File: config.mk
export PLATFORM = sky130hd
export DESIGN_NAME = sha_mem_arbiter
export DESIGN_NICKNAME = d
export VERILOG_FILES = /design/src/rtl/sha_arb_pkg.sv /design/src/rtl/rr_picker.sv /design/src/rtl/sha_mem_arbiter.sv
export SDC_FILE = /design/constraint.sdc
export NUM_CORES = 1
export LEC_CHECK = 0
export CAP_MARGIN = 20
export CORE_AREA = 4 4 207 209
export DETAILED_ROUTE_END_ITERATION = 10
export DIE_AREA = 0 0 211 213
export MAX_ROUTING_LAYER = met4
export PLACE_DENSITY = 0.47
export SLEW_MARGIN = 5
export SYNTH_ARGS = -nofsm -noshare
export SYNTH_HDL_FRONTEND = slang
export SYNTH_SLANG_ARGS = --single-unit
File: constraint.sdc
create_clock -name clk -period 5.4 [get_ports clk]
set_input_delay 0.54 -clock clk [delete_from_list [all_inputs] [get_ports clk]]
set_output_delay 0.54 -clock clk [all_outputs]
set_load 0.02 [all_outputs]
File: src/rtl/sha_arb_pkg.sv
// Shared widths and helpers for the SHA-core memory arbiter.
// The requester id is sized from the requester count with req_id_w().
package sha_arb_pkg;

    localparam int ADDR_W      = 16;
    localparam int DATA_W      = 32;
    localparam int DEF_NUM_REQ = 8;

    // Requester id width; never narrower than one bit.
    function automatic int req_id_w(input int num_req);
        return (num_req < 2) ? 1 : $clog2(num_req);
    endfunction

    typedef logic [req_id_w(DEF_NUM_REQ)-1:0] req_id_t;

endpackage

File: src/rtl/rr_picker.sv
// Rotating-priority pick: the first requesting index at or above ptr wins,
// with the search wrapping from N-1 back to 0.
module rr_picker #(
    parameter int N  = 8,
    parameter int IW = 3
) (
    input  logic [N-1:0]  req,
    input  logic [IW-1:0] ptr,
    output logic [N-1:0]  gnt,
    output logic [IW-1:0] id
);

    int   idx;
    logic found;

    always_comb begin
        gnt   = '0;
        id    = '0;
        found = 1'b0;
        idx   = 0;
        for (int k = 0; k < N; k++) begin
            idx = int'(ptr) + k;
            if (idx >= N) begin
                idx = idx - N;
            end
            if (!found && req[idx]) begin
                found    = 1'b1;
                gnt[idx] = 1'b1;
                id       = IW'(idx);
            end
        end
    end

endmodule

File: src/rtl/sha_mem_arbiter.sv
// Round-robin arbiter sharing one memory port among SHA cores, with lockable
// bursts and a tag pipeline that routes read data back to the issuing core.
module sha_mem_arbiter
    import sha_arb_pkg::*;
#(
    parameter int NUM_REQ = 8,
    parameter int RD_LAT  = 1
) (
    input  logic                      clk,
    input  logic                      reset_n,
    input  logic                      en,
    input  logic [NUM_REQ-1:0]        req,
    input  logic [NUM_REQ-1:0]        lock,
    input  logic [NUM_REQ-1:0]        we,
    input  logic [NUM_REQ*ADDR_W-1:0] addr,
    input  logic [NUM_REQ*DATA_W-1:0] wdata,
    output logic [NUM_REQ-1:0]        gnt,
    output logic [NUM_REQ-1:0]        rvalid,
    output logic [DATA_W-1:0]         rdata,
    output logic                      busy,
    output logic                      mem_we,
    output logic [ADDR_W-1:0]         mem_addr,
    output logic [DATA_W-1:0]         mem_write_data,
    input  logic [DATA_W-1:0]         mem_read_data
);

    localparam int ID_W = req_id_w(NUM_REQ);
    typedef logic [ID_W-1:0] id_t;

    id_t                rr_ptr_q, rr_ptr_d;
    logic               mem_we_q, mem_we_d;
    logic [ADDR_W-1:0]  mem_addr_q, mem_addr_d;
    logic [DATA_W-1:0]  mem_wdata_q, mem_wdata_d;
    logic               issue_vld_q, issue_vld_d;
    id_t                issue_id_q, issue_id_d;
    logic [RD_LAT-1:0]  tag_vld_q, tag_vld_d;
    id_t                tag_id_q [RD_LAT];
    id_t                tag_id_d [RD_LAT];

    logic [NUM_REQ-1:0] pick_gnt;
    id_t                pick_id;
    logic               accept;

    rr_picker #(
        .N  (NUM_REQ),
        .IW (ID_W)
    ) u_picker (
        .req (req),
        .ptr (rr_ptr_q),
        .gnt (pick_gnt),
        .id  (pick_id)
    );

    // The picker only grants requesting indices, so any grant is an accept.
    assign gnt    = (reset_n && en) ? pick_gnt : '0;
    assign accept = |gnt;

    always_comb begin
        rr_ptr_d    = rr_ptr_q;
        mem_we_d    = 1'b0;
        mem_addr_d  = mem_addr_q;
        mem_wdata_d = mem_wdata_q;
        issue_vld_d = 1'b0;
        issue_id_d  = issue_id_q;
        if (accept) begin
            mem_we_d    = we[pick_id];
            mem_addr_d  = addr[int'(pick_id)*ADDR_W +: ADDR_W];
            mem_wdata_d = wdata[int'(pick_id)*DATA_W +: DATA_W];
            issue_vld_d = ~we[pick_id];
            issue_id_d  = pick_id;
            if (lock[pick_id]) begin
                rr_ptr_d = pick_id;
            end else if (pick_id == id_t'(NUM_REQ-1)) begin
                rr_ptr_d = '0;
            end else begin
                rr_ptr_d = pick_id + id_t'(1);
            end
        end
    end

    // Stage 0 follows the cycle mem_addr is driven; the last stage lines up
    // with mem_read_data for that read.
    always_comb begin
        tag_vld_d    = '0;
        tag_vld_d[0] = issue_vld_q;
        for (int s = 0; s < RD_LAT; s++) begin
            tag_id_d[s] = '0;
        end
        tag_id_d[0] = issue_id_q;
        for (int s = 1; s < RD_LAT; s++) begin
            tag_vld_d[s] = tag_vld_q[s-1];
            tag_id_d[s]  = tag_id_q[s-1];
        end
    end

    always_ff @(posedge clk or negedge reset_n) begin
        if (!reset_n) begin
            rr_ptr_q    <= '0;
            mem_we_q    <= 1'b0;
            mem_addr_q  <= '0;
            mem_wdata_q <= '0;
            issue_vld_q <= 1'b0;
            issue_id_q  <= '0;
            tag_vld_q   <= '0;
            for (int s = 0; s < RD_LAT; s++) begin
                tag_id_q[s] <= '0;
            end
        end else begin
            rr_ptr_q    <= rr_ptr_d;
            mem_we_q    <= mem_we_d;
            mem_addr_q  <= mem_addr_d;
            mem_wdata_q <= mem_wdata_d;
            issue_vld_q <= issue_vld_d;
            issue_id_q  <= issue_id_d;
            tag_vld_q   <= tag_vld_d;
            for (int s = 0; s < RD_LAT; s++) begin
                tag_id_q[s] <= tag_id_d[s];
            end
        end
    end

    always_comb begin
        rvalid = '0;
        if (tag_vld_q[RD_LAT-1]) begin
            rvalid[tag_id_q[RD_LAT-1]] = 1'b1;
        end
    end

    assign rdata          = mem_read_data;
    assign mem_we         = mem_we_q;
    assign mem_addr       = mem_addr_q;
    assign mem_write_data = mem_wdata_q;
    assign busy           = (|req) | issue_vld_q | (|tag_vld_q);

endmodule

==> results of run 1 <==
final cells by class:
| cell class | instances | share of cell area, % |
|---|---|---|
| inverter | 10 | 0.271 |
| antenna | 6 | 0.109 |
| sequential | 60 | 10.9 |
| multi-input combinational | 700 | 43.9 |
| clock buffer | 12 | 1.93 |
| timing repair buffer | 530 | 37.9 |
| tap | 532 | 4.81 |
| clock inverter | 4 | 0.163 |
sequential cells by signal, indices dropped and copies added (netlist names):
| signal | count |
|---|---|
| mem_addr | 16 |
| rr_ptr_q | 3 |
| issue_id_q | 3 |
| issue_vld_q | 1 |
| tag_id_q | 3 |
| tag_vld_q | 1 |
| mem_write_data | 32 |
| mem_we | 1 |
cell usage after synthesis, types with 2 or more instances:
master,instances
inv_1,7
nor2_1,25
a211oi_1,4
buf_6,5
o21ai_1,20
dfrtp_1,60
nand2_1,24
inv_2,2
nand2b_1,6
or2_2,3
nand3_1,11
o21ai_0,40
nor3_1,11
nor4_1,4
o22ai_1,2
buf_2,40
and4_1,2
clkbuf_2,3
ha_1,11
nor2b_1,4
and3_1,4
a22o_1,2
o31ai_1,3
a32o_1,2
mux2i_1,366
clkbuf_1,23
a221o_1,2
and2_1,5
a21oi_1,13
xnor2_1,2
o41ai_1,3
mux2_2,13
a31oi_1,8
a32oi_1,3
mux4_2,15
nor3b_1,5
buf_4,41
nand4_1,56
a21o_1,2
a22oi_1,4
o211ai_1,6
per-layer routing:
layer  wire, µm  GRT usage, %
met5          0             -
met4        763          4.65
met3       2860          4.76
met2      22700          32.6
met1      16600          20.8
worst max-delay path: cells and delay by family, from the launching register on:
family | cells | cell delay (ns)
buffers and inverters | 4 | 1.20
and+or+nand+nor | 4 | 0.87
muxes | 1 | 0.61
DFF | 1 | 0.55
adders and majority gates | 1 | 0.45
AOI/OAI and AO/OA | 1 | 0.44
logic make-up (layout without fill, tap and decap cells):
kind of cell	after synthesis	count (layout)	synth area share, %
simple gates	164	164	11.0
buf+inv	123	556	8.57
flops	60	60	18.2
other cells	0	6	0
fa+ha+maj	11	11	1.67
compound gates	128	128	9.93
xor+xnor	3	3	0.319
mux	394	394	50.3
stage by stage:
step           std cells  total power, µW  util [%]
6_report            1854            12000      33.9
5_1_grt             1854            12900      33.9
4_1_cts             1848            12200      33.8
3_5_place_dp        1832            11600      33.1
3_3_place_gp        1832            11600      33.1
2_1_floorplan        883             8310         -
power by group:
| part | switching [µW] | internal (µW) |
|---|---|---|
| Sequential | 147 | 730 |
| Combinational | 5790 | 4740 |
| Clock | 211 | 345 |
worst max path at each step:
stage                     depth (start not counted)        start           to  slack [ns]
after global placement                           12       req[7]  mem_addr[1]        0.46
after global routing                             11  rr_ptr_q[0]       gnt[6]        0.17
after CTS                                        11  rr_ptr_q[0]       gnt[6]        0.35
final                                            11  rr_ptr_q[0]       gnt[6]        0.40
after floorplan                                  19  rr_ptr_q[0]       gnt[4]        0.67
after detailed placement                         12       req[0]  mem_addr[1]        0.37
==> summary.md, run 1 <==
| Metric | Value |
|---|---|
| DR pass1 iterations | `5` |
| #FFs+latches synth | `60` |
| I/O pin total | `roughly 540` |
| PostCTS Resize Cnt | `0` |
| CTS root buffer | `clkbuf_16` |
| Setup crit end kind | `primary output` |
| RR Startpoint | `rr_ptr_q[0]` |
| Mapped cell area | `8250 µm²` |
| CP startpoint kind | `flip-flop` |
| Synth Instances | `slightly below 900` |
| Hold crit path type | `flip-flop to flip-flop` |
| Synth area leaders | `mux2i_1 (44%), dfrtp_1 (18%), nand4_1 (4.2%)` |
| Sink Count | `60` |
| Worst hold path startpoint | `issue_id_q[0]` |
| First-pass GRT wire length | `approximately 60 mm` |
| Mean Syn Cell Area | `9.34 µm²` |
| Clk_lat worst skew | `~0.33 ns` |
| Die ar. | `44,900 µm²` |
| Yosys top cell area share | `44.4%` |
| Max stage delay cell, worst path | `clkdlybuf4s50_1` |
| Number of H-tree levels | `3` |
| Final period util | `92.6%` |
| Yosys warning count | `0` |
| Cell area after layout | `between 10,000 and 15,000 µm²` |
| Gr usage total | `18.4%` |
| DPL Wire Length | `35.5 mm` |
| Register area | `1500 µm²` |
| CTS tree | `done` |
| Routed Wire Length | `42.9 mm` |
| CTS buffer count | `9` |
| Share of cells above drive strength 1 | `around 9%` |
| Sequential fraction of the synthesis area | `between 10% and 20%` |
| Drt initial violations | `between 400 and 500` |
| Initial Util | `about a fifth` |
| CTS Hold Buffers Added | `0` |
| Worst Hold Endpoint | `tag_id_q[0]` |
| Pleak | `between 0.005 and 0.006 µW` |
| Via count | `around 8,800` |
| Antenna Nets Post-Route | `0` |
| Vias in the first global route | `roughly 9,400` |
| P&R area growth vs syn | `67.6%` |
| Peak supply drop | `between 0.6 and 0.7 mV` |
| Worst-Margin Slew | `0.858 ns` |
| Crit-path max FO | `14` |
| Top FF cell, synth | `dfrtp_1` |
| Count of final setup violators | `0` |
| IO buf count | `roughly 480` |
| Status | `complete, no violations` |
| Placement row count | `74` |
| Async SR Flop Fraction | `100%` |
| # DRC | `0` |
| Capture point of the worst reg-to-reg path | `mem_write_data[28]` |
| Hold path cells | `0` |
| Largest stage delay on the critical path | `about 0.7 ns` |
| Slew HR | `between 40% and 50%` |
| Chip height | `213 µm` |
| Routability-driven placement congestion ratio | `0.892` |
| Clk_skew | `roughly 0.0095 ns` |
| RSZ-0062 raised after global routing | `no` |
| Worst Setup Slack post-DPL | `0.374 ns` |
| Post-synthesis cell type count | `62` |
| Largest net degree at the start of global routing | `69` |
| Crit path kind | `flip-flop to primary output` |
| Die width | `211 µm` |
| Multi-input gate area | `6080 µm²` |
| EDFF count, synth | `0` |
| Commonest non-fill, non-tap cell in the layout | `clkdlybuf4s50_1` |
| Min Hold Slack | `roughly 0.37 ns` |
| Power Density | `around 860 nW/µm²` |
| NumNets Final | `roughly 1,800` |
| Required time worst endpoint | `between 4 and 5 ns` |
| Initial antenna violation count | `6` |
| Max frequency | `about 200 MHz` |
| Crit-path cells | `inv_1 -> ha_1 -> inv_2 -> mux4_2 -> buf_4 -> nor3_1 -> nand2b_1 -> nor2_1 -> nand4_1 -> a31oi_1 -> clkdlybuf4s50_1` |
| Total Neg Setup Slack | `0 ns` |
| Reg2reg path depth | `14` |
| Max-cap violations | `0` |
| Post-Syn Nets | `between 1,000 and 1,500` |
| Cell Area, Placed | `roughly 14,000 µm²` |
| Routed WL per cell | `23.1 µm` |
| Count of final max-slew check failures | `0` |
| R2R Setup Slk | `0.58 ns` |
| Final setup margin | `roughly 0.4 ns` |
| Filler instances | `between 4,000 and 5,000` |
| Drt via density | `~4.7` |
| Reg clk slew, reported paths | `0.06 ns` |
| Clk buf depth | `2` |
| Most frequent cells in the layout | `clkdlybuf4s50_1 (475), mux2i_1 (366), dfrtp_1 (59)` |
| Final Hold Vio Count | `0` |
| Crit path DAT | `about 4.5 ns` |
| Largest area contributor in the netlist | `mux2i_1` |
| Setup repair bufs after CTS | `0` |
| Final period demand of the worst path | `between 5 and 6 ns` |
| Core area | `a little over 40,000 µm²` |
| Grt ovf | `0` |
(Power assumes the default switching activity.)
==> inputs of run 2 (changes only) <==
--- a/config.mk
+++ b/config.mk
@@ -9,6 +9,7 @@
 export CORE_AREA = 4 4 207 209
 export DETAILED_ROUTE_END_ITERATION = 10
 export DIE_AREA = 0 0 211 213
+export GPL_ROUTABILITY_DRIVEN = 0
 export MAX_ROUTING_LAYER = met4
 export PLACE_DENSITY = 0.47
 export SLEW_MARGIN = 5
==> summary.md, run 2 (synthesized netlist as in run 1, its figures left out) <==
| Metric | Value |
|---|---|
| Status | `complete, no violations` |
| Routed Wire Length | `roughly 41 mm` |
| Final period util | `roughly 94%` |
| Largest net degree at the start of global routing | `between 50 and 60` |
| Clk buf depth | `2` |
| Die ar. | `~45,000 µm²` |
| Clk_lat worst skew | `0.33 ns` |
| Initial antenna violation count | `7` |
| Setup crit end kind | `primary output` |
| Final Hold Vio Count | `0` |
| IO buf count | `between 400 and 500` |
| Crit-path max FO | `11` |
| Required time worst endpoint | `4.86 ns` |
| Count of final max-slew check failures | `0` |
| CTS Hold Buffers Added | `0` |
| Power Density | `867 nW/µm²` |
| Placement row count | `74` |
| Commonest non-fill, non-tap cell in the layout | `clkdlybuf4s50_1` |
| DR pass1 iterations | `6` |
| Count of final setup violators | `0` |
| Max frequency | `roughly 200 MHz` |
| Peak supply drop | `around 0.52 mV` |
| RSZ-0062 raised after global routing | `no` |
| Min Hold Slack | `around 0.061 ns` |
| CP startpoint kind | `flip-flop` |
| Drt initial violations | `477` |
| First-pass GRT wire length | `around 58 mm` |
| Share of cells above drive strength 1 | `8.40%` |
| DPL Wire Length | `34.0 mm` |
| Setup repair bufs after CTS | `0` |
| Routed WL per cell | `roughly 22 µm` |
| Grt ovf | `0` |
| Clk_skew | `roughly 0.0036 ns` |
| Slew HR | `a little under half` |
| CTS buffer count | `9` |
| # DRC | `0` |
| Crit path DAT | `approximately 4.5 ns` |
| Pleak | `slightly below 0.006 µW` |
| Die width | `~210 µm` |
| Max-cap violations | `0` |
| Vias in the first global route | `~9,200` |
| CTS root buffer | `clkbuf_16` |
| Worst-Margin Slew | `between 0.8 and 0.9 ns` |
| CTS tree | `done` |
| Crit path kind | `flip-flop to primary output` |
| Number of flip-flops in the largest register | `32` |
| NumNets Final | `around 1,800` |
| Number of H-tree levels | `3` |
| Chip height | `213 µm` |
| PostCTS Resize Cnt | `0` |
| Hold crit path type | `input port to async pin` |
| Sink Count | `60` |
| Reg clk slew, reported paths | `0.06 ns` |
| Gr usage total | `17.5%` |
| Antenna Nets Post-Route | `0` |
| I/O pin total | `approximately 540` |
| Drt via density | `approximately 4.8` |
| P&R area growth vs syn | `67.5%` |
| Total Neg Setup Slack | `0 ns` |
| Initial Util | `between 20% and 30%` |
| Most frequent cells in the layout | `clkdlybuf4s50_1 (475), mux2i_1 (366), dfrtp_1 (59)` |
| Core area | `approximately 41,000 µm²` |
| Final period demand of the worst path | `roughly 5 ns` |
| Via count | `between 8,000 and 9,000` |
==> run 2: cell count changes in the layout (fill, tap and decap cells not counted), sizes merged <==
| cell | change |
|---|---|
| buf | -7 |
| clkbuf | -2 |
| clkinvlp | +2 |
==> run 2: per-stage QoR <==
| stage | worst slack [ns] | cells | power [µW] | cell area, µm² | utilization (%) |
|---|---|---|---|---|---|
| 5_1_grt | 0.0269 | 1846 | 13000 | 13800 | 33.8 |
| 3_3_place_gp | 0.400 | 1825 | 11700 | 13500 | 33.1 |
| 4_1_cts | 0.311 | 1841 | 12200 | 13800 | 33.8 |
| 3_5_place_dp | 0.324 | 1825 | 11600 | 13500 | 33.1 |
| 2_1_floorplan | 0.668 | 883 | 8310 | 8250 | - |
| 6_report | 0.334 | 1847 | 12000 | 13800 | 33.8 |
==> run 2: per-layer routing <==
| layer | vias to the layer above | global-route usage (%) | wire length (µm) |
|---|---|---|---|
| met5 | - | - | 0 |
| met4 | 0 | 2.66 | 389 |
| met3 | 32 | 5.39 | 3490 |
| met2 | 396 | 31.2 | 21500 |
| met1 | 4171 | 19.7 | 15300 |
| li1 | 4214 | - | - |
==> run 2: final cells by class <==
cell class                      count  area, µm²
Clock buffer                       10        229
Multi-Input combinational cell    700       6080
Timing Repair Buffer              523       5250
Clock inverter                      6       41.3
Tap cell                          532        666
Sequential cell                    60       1500
Fill cell                        4286      27000
Antenna cell                        6       15.0
Inverter                           10       37.5
==> run 2: worst max-delay path, cell delays in order, from the launching register on <==
cell and delay, ns:
dfrtp_1 0.63, clkinv_1 0.17, ha_1 0.43, mux4_2 0.38, mux2_2 0.36, nor3b_1 0.49
nand2_1 0.15, a21oi_1 0.25, a221o_1 0.19, mux2i_1 0.07, a21o_2 0.23, inv_1 0.06
clkdlybuf4s50_1 0.78
==> run 2: worst paths after layout <==
path	start	slack (ns)	end	cells after the start
max	rr_ptr_q[2]	0.33	gnt[4]	12
min	reset_n	0.06	issue_vld_q	1
max reg2reg	rr_ptr_q[0]	0.75	mem_write_data[13]	14
min reg2reg	issue_id_q[2]	0.37	tag_id_q[2]	0
max in group asynchronous	reset_n	4.38	mem_write_data[9]	2
min in group clk	issue_id_q[2]	0.37	tag_id_q[2]	0
==> run 2: report_power, final <==
| group | switching [µW] | leakage [µW] | internal, µW |
|---|---|---|---|
| sequential | 144 | 0.000732 | 730 |
| clock | 220 | 0.000125 | 309 |
| combinational | 5670 | 0.00502 | 4910 |
==> inputs of run 3 (changes only) <==
--- a/config.mk
+++ b/config.mk
@@ -7,6 +7,7 @@
 export LEC_CHECK = 0
 export CAP_MARGIN = 20
 export CORE_AREA = 4 4 207 209
+export CTS_CLUSTER_SIZE = 24
 export DETAILED_ROUTE_END_ITERATION = 10
 export DIE_AREA = 0 0 211 213
 export GPL_ROUTABILITY_DRIVEN = 0
==> results of run 3 <==
Final layout, timing and power as in run 2 (identical DEF).
